### src/rtl/nzcv_pkg.sv
// Shared definitions for the NZCV flag stage: A64 condition codes and
// bit positions of each flag inside a packed {N,Z,C,V} nibble.
package nzcv_pkg;

    typedef enum logic [3:0] {
        EQ = 4'b0000, NE = 4'b0001,
        CS = 4'b0010, CC = 4'b0011,
        MI = 4'b0100, PL = 4'b0101,
        VS = 4'b0110, VC = 4'b0111,
        HI = 4'b1000, LS = 4'b1001,
        GE = 4'b1010, LT = 4'b1011,
        GT = 4'b1100, LE = 4'b1101,
        AL = 4'b1110, NV = 4'b1111
    } cond_e;

    localparam int NZCV_N = 3;
    localparam int NZCV_Z = 2;
    localparam int NZCV_C = 1;
    localparam int NZCV_V = 0;

endpackage

### src/rtl/nzcv_flag_stage_cond_eval.sv
// Combinational A64 condition-code evaluator against a {N,Z,C,V} flag nibble.
module cond_eval
    import nzcv_pkg::*;
(
    input  cond_e      i_cond,
    input  logic [3:0] i_nzcv,
    output logic       o_true
);

    logic [3:0] code_s;
    logic       base_s;
    logic       n_s;
    logic       z_s;
    logic       c_s;
    logic       v_s;

    assign code_s = i_cond;
    assign n_s    = i_nzcv[NZCV_N];
    assign z_s    = i_nzcv[NZCV_Z];
    assign c_s    = i_nzcv[NZCV_C];
    assign v_s    = i_nzcv[NZCV_V];

    // Even codes select a base predicate; odd codes invert it, except NV which is always true.
    always_comb begin
        base_s = 1'b0;
        o_true = 1'b0;
        case (code_s[3:1])
            3'b000:  base_s = z_s;
            3'b001:  base_s = c_s;
            3'b010:  base_s = n_s;
            3'b011:  base_s = v_s;
            3'b100:  base_s = c_s & ~z_s;
            3'b101:  base_s = (n_s == v_s);
            3'b110:  base_s = ~z_s & (n_s == v_s);
            3'b111:  base_s = 1'b1;
            default: base_s = 1'b0;
        endcase
        if (code_s == NV) begin
            o_true = 1'b1;
        end else begin
            o_true = base_s ^ code_s[0];
        end
    end

endmodule

### src/rtl/nzcv_flag_stage.sv
// Flag stage after the ALU: holds architectural NZCV, evaluates conditions
// against the pre-update flags and forwards the result through a one-entry output register.
module nzcv_flag_stage
    import nzcv_pkg::*;
#(
    parameter int N = 64
) (
    input  logic         i_clk,
    input  logic         i_rst,
    input  logic         i_valid,
    output logic         o_ready,
    input  logic [N-1:0] i_result,
    input  logic [3:0]   i_nzcv,
    input  logic         i_set_flags,
    input  logic         i_is_cond,
    input  logic [3:0]   i_cond,
    output logic         o_valid,
    input  logic         i_ready,
    output logic [N-1:0] o_result,
    output logic         o_cond_true,
    output logic [3:0]   o_nzcv
);

    logic       accept_s;
    logic       eval_true_s;
    logic       cond_out_s;
    logic [3:0] flags_r;

    assign o_ready  = ~o_valid | i_ready;
    assign accept_s = i_valid & o_ready;
    assign o_nzcv   = flags_r;

    // Evaluated against flags_r, i.e. the flags before this beat's own write.
    cond_eval u_cond_eval (
        .i_cond (cond_e'(i_cond)),
        .i_nzcv (flags_r),
        .o_true (eval_true_s)
    );

    // Unconditional beats always report a true condition.
    always_comb begin
        cond_out_s = 1'b1;
        if (i_is_cond) begin
            cond_out_s = eval_true_s;
        end else begin
            cond_out_s = 1'b1;
        end
    end

    // Output register, valid bit and architectural flag register.
    always_ff @(posedge i_clk) begin
        if (i_rst) begin
            o_valid     <= 1'b0;
            o_result    <= {N{1'b0}};
            o_cond_true <= 1'b0;
            flags_r     <= 4'b0000;
        end else if (accept_s) begin
            o_valid     <= 1'b1;
            o_result    <= i_result;
            o_cond_true <= cond_out_s;
            if (i_set_flags) begin
                flags_r <= i_nzcv;
            end
        end else if (i_ready) begin
            o_valid <= 1'b0;
        end
    end

endmodule

### config.mk
export PLATFORM = sky130hd
export DESIGN_NAME = nzcv_flag_stage
export DESIGN_NICKNAME = d
export VERILOG_FILES = /design/src/rtl/nzcv_pkg.sv /design/src/rtl/nzcv_flag_stage_cond_eval.sv /design/src/rtl/nzcv_flag_stage.sv
export SDC_FILE = /design/constraint.sdc
export NUM_CORES = 1
export LEC_CHECK = 0
export ABC_AREA = 1
export BUFFER_PORTS_ARGS = -buffer_cell sky130_fd_sc_hd__buf_4
export CORE_MARGIN = 3
export CORE_UTILIZATION = 45
export CTS_CLUSTER_SIZE = 8
export DETAILED_ROUTE_END_ITERATION = 8
export PLACE_DENSITY = 0.82
export SYNTH_ARGS = -nofsm -noshare
export SYNTH_HDL_FRONTEND = slang
export SYNTH_SLANG_ARGS = --single-unit
### constraint.sdc
create_clock -name i_clk -period 1.98 [get_ports i_clk]
set_clock_uncertainty 0.2 [all_clocks]
set_input_delay 0 -clock i_clk [delete_from_list [all_inputs] [get_ports i_clk]]
set_output_delay 0 -clock i_clk [all_outputs]
set_load 0.02 [all_outputs]
# ---- Word level (Yosys, flattened, before mapping)
# Index checks and enable logic that the tools add are counted.
dict set report classes {
  mux 5
  multipliers 0
  eq_ne 9
  addsub 0
  n_lt_le_gt_ge 0
  shift 0
  n_div 0
  bitwise_logic 7
  n_reduce_logical 3
}
# op n
set op_table {}
lappend op_table {{3-bit == test (second input constant)} 4}
lappend op_table {{1-bit one-hot mux with 8 select lines} 1}
lappend op_table {{3-bit by 2-bit == test with 1-bit output (second input constant)} 2}
lappend op_table {{4-bit == test (second input constant)} 1}
lappend op_table {{1-bit 2-to-1 mux} 4}
lappend op_table {{1-bit AND} 3}
lappend op_table {{3-bit by 1-bit == test with 1-bit output (second input constant)} 1}
lappend op_table {{3-bit logical NOT} 1}
lappend op_table {{1-bit NOT} 2}
lappend op_table {{2-bit AND reduction} 1}
lappend op_table {{2-bit nonzero test} 1}
lappend op_table {{1-bit == test} 1}
lappend op_table {{1-bit OR} 1}
lappend op_table {{1-bit XOR} 1}
dict set report totals {
  ram_bits 0
  out_inout_bits 71
  input_bits 78
  latch_bits 0
  n_memories 0
  regBits 70
  elab_cells 28
  mem_bits_ro 0
}

# ---- Depth between registers and ports, before layout
dict set report logic_depth {
  ltp_word 6
  ltp_mapped 12
  mapped_depth_nobuf 12
}

# ---- Hierarchy
# Synthesis repeated with hierarchy kept, for this count alone.
dict set report hier_totals {
  hier_cells 356
  area_unflattened_um2 2671.3
}
# mod seq_area_each_um2 cells_per_inst instances area_per_inst_um2
set modules_own_cells {}
lappend modules_own_cells {nzcv_flag_stage 1401.3 323 1 2538.7}
lappend modules_own_cells {cond_eval 0.0 33 1 132.6}

# ---- Worst setup path before layout
# No wires, ideal clock.
dict set report synth_path {
  path_type {reg-to-reg}
  from {register o_valid}
  to {register o_result[21]}
  required_time_ns 1.664
  arrival_ns 1.158
  setup_ns 0.116
  path_stages_with_launch 8
  synth_period_minus_slack_ns 1.474
  path_buffers 2
  path_slack_ns 0.506
  cell_sequence {dfxtp_1 > nand2_2 > nand2_2 > inv_2 > buf_6 > buf_4 > nor2_1 > nor2_1}
}
dict set report synth_via {
  elab_chain_cells 3
}
# item line_no
set synth_rtl {}
lappend synth_rtl {{start: declaration} nzcv_flag_stage.sv:17} ;# output logic o_valid,
lappend synth_rtl {{start signal: assignment} nzcv_flag_stage.sv:53} ;# o_valid <= 1'b0;
lappend synth_rtl {{start signal: assignment} nzcv_flag_stage.sv:58} ;# o_valid <= 1'b1;
lappend synth_rtl {{start signal: assignment} nzcv_flag_stage.sv:65} ;# o_valid <= 1'b0;
lappend synth_rtl {{1-bit NOT} nzcv_flag_stage.sv:29} ;# assign o_ready = ~o_valid | i_ready;
lappend synth_rtl {{1-bit OR} nzcv_flag_stage.sv:29}
lappend synth_rtl {{net o_ready} nzcv_flag_stage.sv:11} ;# output logic o_ready,
lappend synth_rtl {{1-bit AND} nzcv_flag_stage.sv:30} ;# assign accept_s = i_valid & o_ready;
lappend synth_rtl {{end signal: assignment} nzcv_flag_stage.sv:54} ;# o_result <= {N{1'b0}};
lappend synth_rtl {{end signal: assignment} nzcv_flag_stage.sv:59} ;# o_result <= i_result;
lappend synth_rtl {{end: declaration} nzcv_flag_stage.sv:19} ;# output logic [N-1:0] o_result,
# The timed path passes the listed nets, and every way through them passes these cells.
# A chain may end at the register's enable or synchronous reset.

# ---- Final worst setup path
dict set report layout_path {
  from {register o_valid}
  to {register flags_r[0], in the netlist o_nzcv[0]}
}
dict set report layout_via {
  elab_chain_cells 4
}
# item line_no
set layout_rtl {}
lappend layout_rtl {{1-bit NOT} nzcv_flag_stage.sv:29}
lappend layout_rtl {{1-bit OR} nzcv_flag_stage.sv:29}
lappend layout_rtl {{1-bit AND} nzcv_flag_stage.sv:30}
lappend layout_rtl {{2-bit AND reduction (no source line)} -}
lappend layout_rtl {{end signal: assignment} nzcv_flag_stage.sv:62} ;# flags_r <= i_nzcv;
lappend layout_rtl {{end: declaration} nzcv_flag_stage.sv:27} ;# logic [3:0] flags_r;
# No other way between the ends.

==> results.tsv <==
stage	metric	value	unit
clocking	H-Tree Depth	3	
sta	Worst Tran Pin Value	0.348	ns
global_routing	first-pass GRT wire length	15600	µm
place	placed instance count	537	
die	core box area	5300	µm²
drt	WL met3	914	µm
global_routing	total track usage	31.5	%
setup_path	CP bufs+invs	2	
run_status	outcome	finished, final reports clean	
job	max cap viols	0	
sta	Final Hold Fails	0	
logic_synthesis	Mapped Avg Cell Area	7.60	µm²
logic_synthesis	Yosys top cell area share	55.0	%
drt	Metal-1 WL	3930	µm
setup_path	cell count along the critical path	6	
logic_synthesis	Yosys cell types	17	
final_layout	share of layout cells above drive strength 1	32.2	%
sta	final hold slack	0.00919	ns
sta	Setup WS post-layout	0.122	ns
setup_path	crit start category	flop	
worst_hold_path	hold depth	5	
sta	Max Slew Vio Count	0	
drt	via count	3172	
drt	Top Metal Used	met4	
clocking	clk slew on worst S/H paths	0.08	ns
die	die area	6600	µm²
sta	crit share post-route	93.8	%
setup_path	R2R depth	6	
pwr	maximum vdd ir drop	0.526	mV
logic_synthesis	yosys warns	0	
clocking	CTS tree	done	
setup_path	critical path type	reg -> reg	
setup_path	delay-heaviest family, CP	buffers and inverters	
setup_path	critical-path cell list	nand2_2 > nand2_2 > inv_4 > nand3_1 > dlygate4sd3_1 > a21oi_1	
place	final HPWL from detailed placement	5150	µm
place	Post-Place Setup Slack	0.439	ns
setup_path	Crit path largest cell delay	0.59	ns
drt	Iter 0 DRT Violations	226	
final_layout	Finished Layout Cells	629	
final_layout	commonest cells after routing, fill and taps aside	buf_4 (149), nor2_1 (135), dlygate4sd3_1 (77), dfxtp_1 (67), o21ai_1 (38)	
drt	Detail Route Antenna Nets	0	
die	die height	81.2	µm
setup_path	Critical Path RT	2.05	ns
sta	Slew HR	76.7	%
logic_synthesis	biggest area consumer among synthesized cells	dfxtp_1	
clocking	Post-CTS Setup Inserts	0	
clocking	clk root buf	clkbuf_8	
logic_synthesis	Seq/Total Area, Yosys	55.0	%
setup_path	CP Capture Type	flop	
setup_path	slowest CP cell	dlygate4sd3_1	
setup_path	CP arrival	1.93	ns
sta	final setup TNS	0	ns
setup_path	r2r setup slk	0.12	ns
final_layout	most common cell after layout, fill and taps aside	buf_4	
logic_synthesis	Synth Cell Area	2550	µm²
final_layout	antenna cells	0	
logic_synthesis	synth top area cells	dfxtp_1 (55%), nor2_1 (20%), o21ai_1 (7.5%)	
drt	drt wl/cell	16.5	µm
sta	Final Setup Violations	0	
clocking	Bufs on Longest Clock Path	2	
worst_hold_path	Hold Crit Class	in -> reg	
setup_path	Critical Path Fanout Max	22	
global_routing	grt ovf	0	
sta	fmax	538	MHz
drt	# DRC	0	
final_layout	synthesis-to-layout area growth	85.7	%
drt	first drt pass iteration count	5	
global_routing	largest net degree at the start of global routing	47	
global_routing	vias in the first global route	3225	
die	num ports	149	
drt	vias per cell	5.04	
final_layout	nets	633	
sta	Final Critical Period	1.86	ns
pwr	Power Dens Cells	813	nW/µm²
clocking	TritonCTS buffer count	9	
pwr	LEAKAGE	2.26	nW
sta	RSZ-0062 raised after global routing	false	
die	Initial Util	48.0	%
global_routing	initial antenna violation count	0	
drt	Detailed Route WL	10400	µm
place	Buffers on Ports	148	
clocking	clock latency on the worst-skew pair	0.34	ns
logic_synthesis	Synth Net Count	413	
place	Placer Congestion	0.736	
setup_path	CP dominant cell by count	nand2_2	
logic_synthesis	Synth Register Bits	70	
clocking	clk sinks	70	
die	FP Rows	26	
logic_synthesis	Post-Synthesis Cells	335	
die	chip width	81.2	µm
drt	met2 wire length	5190	µm
[cell type report]
type | instances | area (µm²)
Fill cell | 229 | 574
Sequential cell | 70 | 1410
Inverter | 9 | 36.3
Tap cell | 70 | 87.6
Timing Repair Buffer | 230 | 1960
Multi-Input combinational cell | 235 | 1000
Clock inverter | 4 | 95.1
Clock buffer | 11 | 141
[metrics by stage]
| step | power (mW) | util [%] | instance area (µm²) |
|---|---|---|---|
| after detailed placement | 2.32 | 69.9 | 3710 |
| after CTS | 3.80 | 89.1 | 4730 |
| after floorplan | 1.97 | - | 2550 |
| after global placement | 2.30 | 69.9 | 3710 |
| final | 3.85 | 89.2 | 4730 |
| after global routing | 3.98 | 89.2 | 4730 |
[where the power goes]
| part | internal [mW] | total, mW | switching (mW) |
|---|---|---|---|
| clock network | 0.863 | 1.38 | 0.518 |
| logic | 0.428 | 0.876 | 0.448 |
| registers | 1.52 | 1.59 | 0.0700 |
| total | 2.81 | 3.85 | 1.04 |
[worst register-to-register path, stage by stage (launching register included)]
cell	delay, ns
dfxtp_1	0.32
nand2_2	0.09
nand2_2	0.10
inv_4	0.23
nand3_1	0.13
dlygate4sd3_1	0.59
a21oi_1	0.14
[synthesized netlist by cell type, drive strengths merged]
cell	count
nor2	135
dfxtp	70
o21ai	67
nand2	19
buf	13
inv	9
clkbuf	8
a21oi	7
nand3	5
or2	1
or3	1
[worst paths after layout]
| path | start | end |
|---|---|---|
| max | o_valid | o_nzcv[0] |
| min | i_valid | o_result[27] |
| max reg2reg | o_valid | o_nzcv[0] |
| min reg2reg | o_result[3] | o_result[3] |
[flip-flops by register name, indices dropped and copies added, names as in the netlist]
register / cells
o_cond_true: 1
o_nzcv: 4
o_result: 64
o_valid: 1
[kinds of logic (layout without fill, tap and decap cells)]
family,after synthesis,count (layout),share of synthesized area (%)
AOI/OAI and AO/OA,74,74,14.7
DFF,70,70,55.0
buffers and inverters,30,254,5.70
and+or+nand+nor,161,161,24.6
[layer usage]
metal | GRT usage [%] | vias up
met3 | 8.31 | 35
li1 | - | 1508
met2 | 58.0 | 178
met5 | 0 | -
met4 | 16.2 | 0
met1 | 32.6 | 1451
[repair_timing]
action	in CTS	in global routing
endpoints found under the hold margin	70	1
hold buffers	78	1
setup endpoints to repair	0	4
gates resized for setup	0	7
Power figures use the tool's default switching activity.
